## config.mk

```make
export PLATFORM = sky130hd
export DESIGN_NAME = ram_port_arbiter
export DESIGN_NICKNAME = d
export VERILOG_FILES = /design/src/rtl/ram_arb_pkg.sv /design/src/rtl/ram_arb_pick.sv /design/src/rtl/ram_port_arbiter.sv
export SDC_FILE = /design/constraint.sdc
export NUM_CORES = 1
export LEC_CHECK = 0
export ABC_AREA = 1
export CAP_MARGIN = 10
export CORE_AREA = 2 2 120 122
export DETAILED_ROUTE_END_ITERATION = 6
export DIE_AREA = 0 0 122 124
export PLACE_DENSITY = 0.65
export SYNTH_ARGS = -nofsm -noshare
export SYNTH_HDL_FRONTEND = slang
export SYNTH_SLANG_ARGS = --single-unit
```

## constraint.sdc

```tcl
create_clock -name clock -period 2.2 [get_ports clock]
set_input_delay 0.33 -clock clock [delete_from_list [all_inputs] [get_ports clock]]
set_output_delay 0.33 -clock clock [all_outputs]
set_load 0.02 [all_outputs]
```

## src/rtl/ram_arb_pkg.sv

```systemverilog
// Shared definitions for the RAM port-A arbiter: default widths, arbitration
// states and master index constants.
package ram_arb_pkg;

   localparam int ADDR_W_DEF = 30;
   localparam int DATA_W_DEF = 32;

   localparam logic M0 = 1'b0;
   localparam logic M1 = 1'b1;

   typedef enum logic [1:0] {
      OPEN  = 2'd0,
      LOCK0 = 2'd1,
      LOCK1 = 2'd2
   } arb_state_t;

endpackage

```

## src/rtl/ram_arb_pick.sv

```systemverilog
// Combinational 2-way round-robin picker. A held lock restricts the grant to
// the lock owner; otherwise a tie goes to the master that did not win last.
module ram_arb_pick
   import ram_arb_pkg::*;
(
   input  logic [1:0] req,
   input  logic       last,
   input  arb_state_t state,
   output logic [1:0] gnt
);

   // Select at most one requester from state, request vector and last winner.
   always_comb begin
      gnt = 2'b00;
      case (state)
         LOCK0:   gnt[0] = req[0];
         LOCK1:   gnt[1] = req[1];
         default: begin
            if (req[0] && req[1]) begin
               if (last == M1) gnt[0] = 1'b1;
               else            gnt[1] = 1'b1;
            end else begin
               gnt = req;
            end
         end
      endcase
   end

endmodule

```

## src/rtl/ram_port_arbiter.sv

```systemverilog
// Two-master arbiter for port A of the shared word-addressed RAM.
// Master 0 is the CPU data-access stage, master 1 the debug/loader engine.
//
//   state | meaning
//   ------+---------------------------------------------------------------
//   OPEN  | round-robin between both masters
//   LOCK0 | master 0 holds the port; master 1 waits regardless of request
//   LOCK1 | master 1 holds the port; master 0 waits regardless of request
//
// Read data returns one cycle after acceptance and is steered to the master
// recorded in rd_owner. With no grant the address port keeps its last value
// so the RAM input does not toggle while idle.
module ram_port_arbiter
   import ram_arb_pkg::*;
#(
   parameter int ADDR_W = ADDR_W_DEF,
   parameter int DATA_W = DATA_W_DEF
) (
   input  logic                clock,
   input  logic                reset_n,

   input  logic                m0_req,
   input  logic                m0_we,
   input  logic                m0_lock,
   input  logic [ADDR_W-1:0]   m0_addr,
   input  logic [DATA_W-1:0]   m0_wdata,
   input  logic [DATA_W/8-1:0] m0_be,
   output logic                m0_gnt,
   output logic                m0_rvalid,
   output logic [DATA_W-1:0]   m0_rdata,

   input  logic                m1_req,
   input  logic                m1_we,
   input  logic                m1_lock,
   input  logic [ADDR_W-1:0]   m1_addr,
   input  logic [DATA_W-1:0]   m1_wdata,
   input  logic [DATA_W/8-1:0] m1_be,
   output logic                m1_gnt,
   output logic                m1_rvalid,
   output logic [DATA_W-1:0]   m1_rdata,

   output logic                ram_wren,
   output logic [ADDR_W-1:0]   ram_address,
   output logic [DATA_W-1:0]   ram_data,
   output logic [DATA_W/8-1:0] ram_byteena,
   input  logic [DATA_W-1:0]   ram_q
);

   arb_state_t        state;
   arb_state_t        state_nx;
   logic              last;
   logic [1:0]        pick;
   logic [1:0]        gnt;
   logic              win;
   logic              acc_lock;
   logic [ADDR_W-1:0] addr_q;
   logic              rd_pending;
   logic              rd_owner;

   ram_arb_pick u_pick (
      .req   ({m1_req, m0_req}),
      .last  (last),
      .state (state),
      .gnt   (pick)
   );

   // State register.
   always_ff @(posedge clock or negedge reset_n) begin
      if (!reset_n) state <= OPEN;
      else          state <= state_nx;
   end

   // Lock entry on an accepted locked transfer; release on an unlocked
   // transfer or when the owner drops both request and lock.
   always_comb begin
      state_nx = state;
      if (|gnt) begin
         if (acc_lock) state_nx = win ? LOCK1 : LOCK0;
         else          state_nx = OPEN;
      end else begin
         case (state)
            LOCK0:   if (!m0_req && !m0_lock) state_nx = OPEN;
            LOCK1:   if (!m1_req && !m1_lock) state_nx = OPEN;
            default: state_nx = state;
         endcase
      end
   end

   // Grant gating and winner mux onto the RAM port.
   always_comb begin
      gnt         = pick & {2{reset_n}};
      win         = gnt[1];
      acc_lock    = win ? m1_lock : m0_lock;
      ram_data    = win ? m1_wdata : m0_wdata;
      ram_address = addr_q;
      ram_wren    = 1'b0;
      ram_byteena = '0;
      if (|gnt) begin
         ram_address = win ? m1_addr : m0_addr;
         ram_wren    = win ? m1_we   : m0_we;
         ram_byteena = win ? m1_be   : m0_be;
      end
   end

   // Last winner, held address and the one-deep read return tracker.
   always_ff @(posedge clock or negedge reset_n) begin
      if (!reset_n) begin
         last       <= M1;
         addr_q     <= '0;
         rd_pending <= 1'b0;
         rd_owner   <= M0;
      end else begin
         rd_pending <= (|gnt) && !ram_wren;
         if (|gnt) begin
            last     <= win;
            addr_q   <= ram_address;
            rd_owner <= win;
         end
      end
   end

   assign m0_gnt    = gnt[0];
   assign m1_gnt    = gnt[1];
   assign m0_rvalid = rd_pending && (rd_owner == M0);
   assign m1_rvalid = rd_pending && (rd_owner == M1);
   assign m0_rdata  = m0_rvalid ? ram_q : '0;
   assign m1_rdata  = m1_rvalid ? ram_q : '0;

endmodule

```

==> results of run 1 <==
==> cells by family after synthesis <==
family / count (synthesis)
compound gates: 5
fa+ha+maj: 2
buf+inv: 73
flops: 35
simple gates: 346
==> state kept, by name, summed over array words and instances (netlist names) <==
signal      count
last            1
rd_pending      1
rd_owner        1
state           2
addr_q         30
==> power groups by stage <==
stage	Clock [mW]	Combinational (mW)	Sequential, mW
after floorplan	0	2.25	1.03
after detailed placement	0	4.41	1.05
final	0.830	5.85	1.14
after global routing	0.881	6.20	1.17
after CTS	0.857	4.99	1.05
after global placement	0	4.41	1.04
==> routing by layer <==
metal | vias up | GRT usage
met5 | - | 0
met4 | 0 | 0.0302
met3 | 14 | 0.0545
met2 | 170 | 0.348
met1 | 2050 | 0.225
li1 | 2214 | -
==> synthesized netlist by cell type, drive strengths merged <==
cell type	n
clkbuf	6
nand3	128
buf	24
nand4	2
nand3b	1
inv	43
dfrtp	34
nand2	147
o21ai	4
dfstp	1
or2	1
ha	2
nor2	67
a21oi	1
==> area by class of cell <==
class,count,area (µm²)
sequential,35,877
tap,180,225
timing repair buffer,397,4240
multi-input combinational,353,2320
fill,1228,5700
antenna,1,2.50
inverter,43,181
clock inverter,3,46.3
clock buffer,5,125
==> timing repair <==
item                       4_1_cts  5_1_grt
pin swaps                       10       38
gates resized for setup        416      192
gates cloned                    10        7
setup endpoints to repair       68       71
setup buffers                    8        7
==> critical path, delay by kind of cell, from the launching register on <==
family / cells / cell delay (ps)
fa+ha+maj: 1 / 310
buf+inv: 4 / 560
flops: 1 / 420
simple gates: 4 / 420
==> worst paths after layout <==
check	start	end	depth (start not counted)	slack, ps
min reg2reg	last$_DFFE_PN1P_	last$_DFFE_PN1P_	2	520
min	reset_n	addr_q[22]$_DFFE_PN0P_	2	180
max reg2reg	state[1]$_DFFE_PN0P_	rd_pending$_DFF_PN0_	11	310
max in group asynchronous	reset_n	last$_DFFE_PN1P_	2	1660
max	state[1]$_DFFE_PN0P_	ram_address[23]	9	-130
min in group clock	reset_n	last$_DFFE_PN1P_	4	510
==> flow_summary_export.csv, run 1 <==
group,metric,value,unit
synthesis,synth_top_family_by_area,"simple AND/OR/NAND/NOR gates",
global_route,grt_pass1_vias,3996,
finish,fin_area,0.00802,mm²
die,dieArea,0.0151,mm²
timing,hold_viol,0,
routing,met3_length,1220,µm
synthesis,ys_seq_elements,35,
synthesis,synth_warnings,0,
flow_run,cap_violations,0,
min_path,hp-class,"primary input to async pin",
setup_path,cpPeakStageDelay,420,ps
setup_path,path_cells,"ha_4 -> inv_2 -> nand2_2 -> nand3b_4 -> buf_8 -> clkbuf_16 -> nand3_2 -> nand3_2 -> buf_6",
synthesis,synth_top_cells_by_area,"dfrtp_1 30%, nand3_1 22%, nand2_1 20%, nor2_1 8.9%, inv_1 5.5%",
finish,stdcell_count,1017,
setup_path,cp.arrival,2000,ps
clocking,htreeDepth,2,
routing,wl_met1,6320,µm
synthesis,netlist-cell-type-count,22,
timing,period_needed,2330,ps
synthesis,netlist_instances,461,
setup_path,critical_path_required,1870,ps
global_route,grt_pass1_wl,22100,µm
global_route,grt_antenna_before_repair,1,
timing,worstMarginPinSlew,494,ps
setup_path,crit_fanout,7,
die,rows,43,
clocking,clock_tree.root_cell,"clkbuf_16",
pwr,ir_drop,0.000746,V
routing,drt_first_iter_violations,139,
synthesis,synthSimpleGateAreaFrac,0.538,
timing,finalCritPeriodShare,1.06,
die,die_width,122,µm
finish,drive_gt1_frac,0.370,
synthesis,synth_area_leader_cell,"dfrtp_1",
die,core_area,0.0137,mm²
timing,finClkSkew,6.95,ps
finish,syn_to_final_growth,187,%
clocking,tritoncts,"built",
routing,drc_errors,0,
pwr,seq_power_share,0.146,
clocking,cts.sinks,35,
timing,hold-worst-slack,180,ps
pwr,power.total,7.82,mW
synthesis,syn_area_per_cell,6.06,µm²
setup_path,critical-path-slowest-cell,"dfrtp_1",
pwr,p_leak,3.87,nW
routing,first_pass_iters,4,
pwr,clkPwrFrac,0.106,
routing,viasPerCell,4.37,
setup_path,end_kind,"primary output",
clocking,clkSlewWorstSetupHoldPaths,60,ps
timing,setup_tns,-5140,ps
placed_design,place_congestion,0.782,
finish,final_nets,1009,
placed_design,place_area,0.00641,mm²
synthesis,ys_seq_area_frac,0.314,
pwr,p_int,4.43,mW
pwr,sw_frac_of_total,0.433,
global_route,track_usage,0.190,
routing,top_layer_used,"met4",
routing,wl_met2,9280,µm
pwr,p_comb_frac,0.748,
outcome,status,"finished, violations left",
timing,fin_ws,-132,ps
setup_path,criticalPathCategory,"flop to primary output",
global_route,grt.overflow.total,0,
pwr,power_density,976,mW/mm²
clocking,holdBufCountCts,0,
outcome,violations,"setup timing",
die,io_pins,307,
synthesis,synth_compound_area_frac,0.00896,
clocking,clock_path_buffers,2,
routing,totalWireLength,17000,µm
finish,fin_util,0.584,
clocking,clk-insertion-delay-late,280,ps
synthesis,yosysTopAreaCellShare,0.305,
finish,final_cell_mix,"234 x clkdlybuf4s50_1, 100 x nand2_1, 72 x buf_6, 65 x nor2_1, 60 x nand3_2",
timing,slew_violations,0,
routing,final_antenna_net_count,0,
timing,setup_viol,68,
routing,vias,4448,
die,start_util,0.203,
synthesis,muxShareOfSynthArea,0,
timing,slew_headroom,0.671,
setup_path,critPathLaunchType,"flop",
finish,final_common_cell,"clkdlybuf4s50_1",
placed_design,dp_hpwl,11100,µm
synthesis,syn-num-nets,635,
synthesis,synth_adder_area_share,0.00896,
synthesis,synth_area,0.00279,mm²
routing,wl_per_cell,16.7,µm
synthesis,synthXorXnorAreaFrac,0,
placed_design,port_buffers,306,
clocking,cts_made_buffers,5,
setup_path,cpMostUsedCell,"nand3_2",
timing,timing.fmax,0.429,GHz
placed_design,placedCellCount,979,
die,die_h,124,µm
global_route,grt_max_degree,36,
placed_design,pre_cts_ws,-409,ps
timing,rsz0062_at_grt,"yes",
pwr,p_sw,3.39,mW
Note: power is estimated with default switching activity, not from simulation.
==> run 2, diff against run 1 <==
--- a/config.mk
+++ b/config.mk
@@ -10,7 +10,9 @@
 export CORE_AREA = 2 2 120 122
 export DETAILED_ROUTE_END_ITERATION = 6
 export DIE_AREA = 0 0 122 124
+export MAX_ROUTING_LAYER = met4
 export PLACE_DENSITY = 0.65
+export SLEW_MARGIN = 30
 export SYNTH_ARGS = -nofsm -noshare
 export SYNTH_HDL_FRONTEND = slang
 export SYNTH_SLANG_ARGS = --single-unit
==> run 2 against run 1 <==
Compared with the run above:
- the run still ends with setup timing left
- final cell count unchanged
- register-to-register slack is essentially flat
- combinational power about the same
- clock power is essentially flat
- non-clock buffer count did not move
- die area stayed put
- global-route usage up 0.54 points
- sequential cell count unchanged
- first-iteration DRC count is 9.4% higher
==> flow_summary_export.csv, run 2 (same netlist as run 1, synthesis figures left out) <==
group,metric,value,unit
pwr,p_leak,3.87,nW
routing,totalWireLength,17000,µm
placed_design,place_congestion,0.793,
pwr,power_density,976,mW/mm²
clocking,holdBufCountCts,0,
timing,finalCritPeriodShare,1.06,
setup_path,crit-reg2reg-launch,"state[1]$_DFFE_PN0P_",
pwr,clkPwrFrac,0.106,
timing,setup_viol,68,
timing,slew_headroom,0.674,
setup_path,critical_path_required,1870,ps
routing,first_pass_iters,4,
clocking,clock_path_buffers,2,
placed_design,place_area,0.00641,mm²
setup_path,cp.arrival,2000,ps
global_route,grt_max_degree,36,
global_route,grt_antenna_before_repair,1,
clocking,cts_made_buffers,5,
clocking,clock_tree.root_cell,"clkbuf_16",
finish,stdcell_count,1017,
finish,drive_gt1_frac,0.370,
finish,final_cell_mix,"234 x clkdlybuf4s50_1, 100 x nand2_1, 72 x buf_6, 65 x nor2_1, 61 x nand3_2",
placed_design,placedCellCount,979,
pwr,p_int,4.43,mW
finish,largest_register,"addr_q",
timing,hold_viol,0,
clocking,cts.sinks,35,
timing,hold-worst-slack,177,ps
clocking,clkSlewWorstSetupHoldPaths,60,ps
clocking,htreeDepth,2,
flow_run,cap_violations,0,
global_route,track_usage,0.196,
routing,final_antenna_net_count,0,
clocking,tritoncts,"built",
timing,finClkSkew,7.86,ps
die,die_width,122,µm
finish,final_common_cell,"clkdlybuf4s50_1",
setup_path,end_kind,"primary output",
placed_design,dp_hpwl,11100,µm
die,dieArea,0.0151,mm²
routing,drt_first_iter_violations,152,
pwr,power.total,7.82,mW
die,start_util,0.203,
finish,final_nets,1009,
placed_design,port_buffers,306,
die,io_pins,307,
global_route,grt_pass1_wl,22000,µm
routing,vias,4456,
routing,wl_per_cell,16.7,µm
die,rows,43,
setup_path,crit_end,"ram_address[23]",
global_route,grt.overflow.total,0,
setup_path,r2r_cells,11,
pwr,p_sw,3.39,mW
timing,fin_ws,-134,ps
finish,syn_to_final_growth,187,%
setup_path,setup.worst_path.start,"state[1]$_DFFE_PN0P_",
routing,drc_errors,0,
global_route,grt_pass1_vias,4004,
finish,reg.largest.list,"addr_q (30), state (2)",
timing,timing.fmax,0.428,GHz
timing,slew_violations,0,
pwr,seq_power_share,0.145,
setup_path,critPathLaunchType,"flop",
die,core_area,0.0137,mm²
timing,period_needed,2330,ps
setup_path,rrSetupSlack,310,ps
setup_path,criticalPathCategory,"flop to primary output",
pwr,ir_drop,0.000746,V
routing,viasPerCell,4.38,
timing,worstMarginPinSlew,489,ps
finish,ff_latch_area,877,µm²
outcome,violations,"setup timing",
clocking,clk-insertion-delay-late,280,ps
min_path,hp-class,"primary input to async pin",
setup_path,r2r-end,"rd_pending$_DFF_PN0_",
pwr,sw_frac_of_total,0.434,
finish,fin_area,0.00801,mm²
die,die_h,124,µm
setup_path,crit_fanout,7,
outcome,status,"finished, violations left",
finish,multi_input_area,0.00231,mm²
pwr,p_comb_frac,0.748,
finish,fill_cells,1233,
timing,rsz0062_at_grt,"yes",
finish,largest_reg_flops,30,
[run 2: power by group through the flow]
stage          sequential [mW]  clock, mW  combinational, mW
2_1_floorplan             1.03          0               2.25
3_3_place_gp              1.04          0               4.41
3_5_place_dp              1.05          0               4.41
4_1_cts                   1.05      0.857               4.99
5_1_grt                   1.16      0.889               6.19
6_report                  1.14      0.832               5.85
[run 2: worst min path at each step]
| stage | to | slack, ps | cells after the start |
|---|---|---|---|
| finish | addr_q[22]$_DFFE_PN0P_ | 180 | 2 |
| global route | addr_q[22]$_DFFE_PN0P_ | 210 | 2 |
| CTS | addr_q[21]$_DFFE_PN0P_ | 190 | 2 |
| detailed placement | addr_q[25]$_DFFE_PN0P_ | 490 | 2 |
| global placement | addr_q[23]$_DFFE_PN0P_ | 490 | 2 |
| floorplan | addr_q[0]$_DFFE_PN0P_ | 30 | 0 |
[run 2: through the flow]
stage | util | setup WS [ps] | TNS, ps
final | 0.584 | -134 | -5390
after global routing | 0.584 | -224 | -10450
after CTS | 0.513 | -149 | -4760
after detailed placement | 0.468 | -409 | -23570
after global placement | 0.468 | -424 | -23290
after floorplan | - | 305 | 0
[run 2: what timing repair did]
| action | CTS | global route |
|---|---|---|
| cloned | 10 | 7 |
| pin swaps | 10 | 38 |
| setup buffers | 8 | 7 |
| hold endpoints to repair | 0 | 0 |
| resized for setup | 416 | 191 |
| endpoints found under the setup margin | 68 | 71 |
[run 2: cell type report]
class | instances | area share
diodes | 1 | 0.000312
clock buffers | 5 | 0.0156
clock inverters | 3 | 0.00578
inverters | 43 | 0.0227
multi-input cells | 353 | 0.289
flip-flops and latches | 35 | 0.110
well taps | 180 | 0.0281
repair buffers | 397 | 0.529
[run 2: layer usage]
layer,vias to the layer above,GRT usage,share of wire
met2,177,0.348,0.55
met1,2050,0.232,0.38
li1,2219,-,-
met4,0,0.0302,0.0075
met5,-,-,0
met3,10,0.0417,0.064
[run 2: critical path: stages, from the launching register on]
cell       delay [ps]
dfrtp_1           420
ha_4              310
inv_2              40
nand2_2            60
nand3b_4          190
buf_8             210
clkbuf_16         180
nand3_2            90
nand3_2            80
buf_6             130
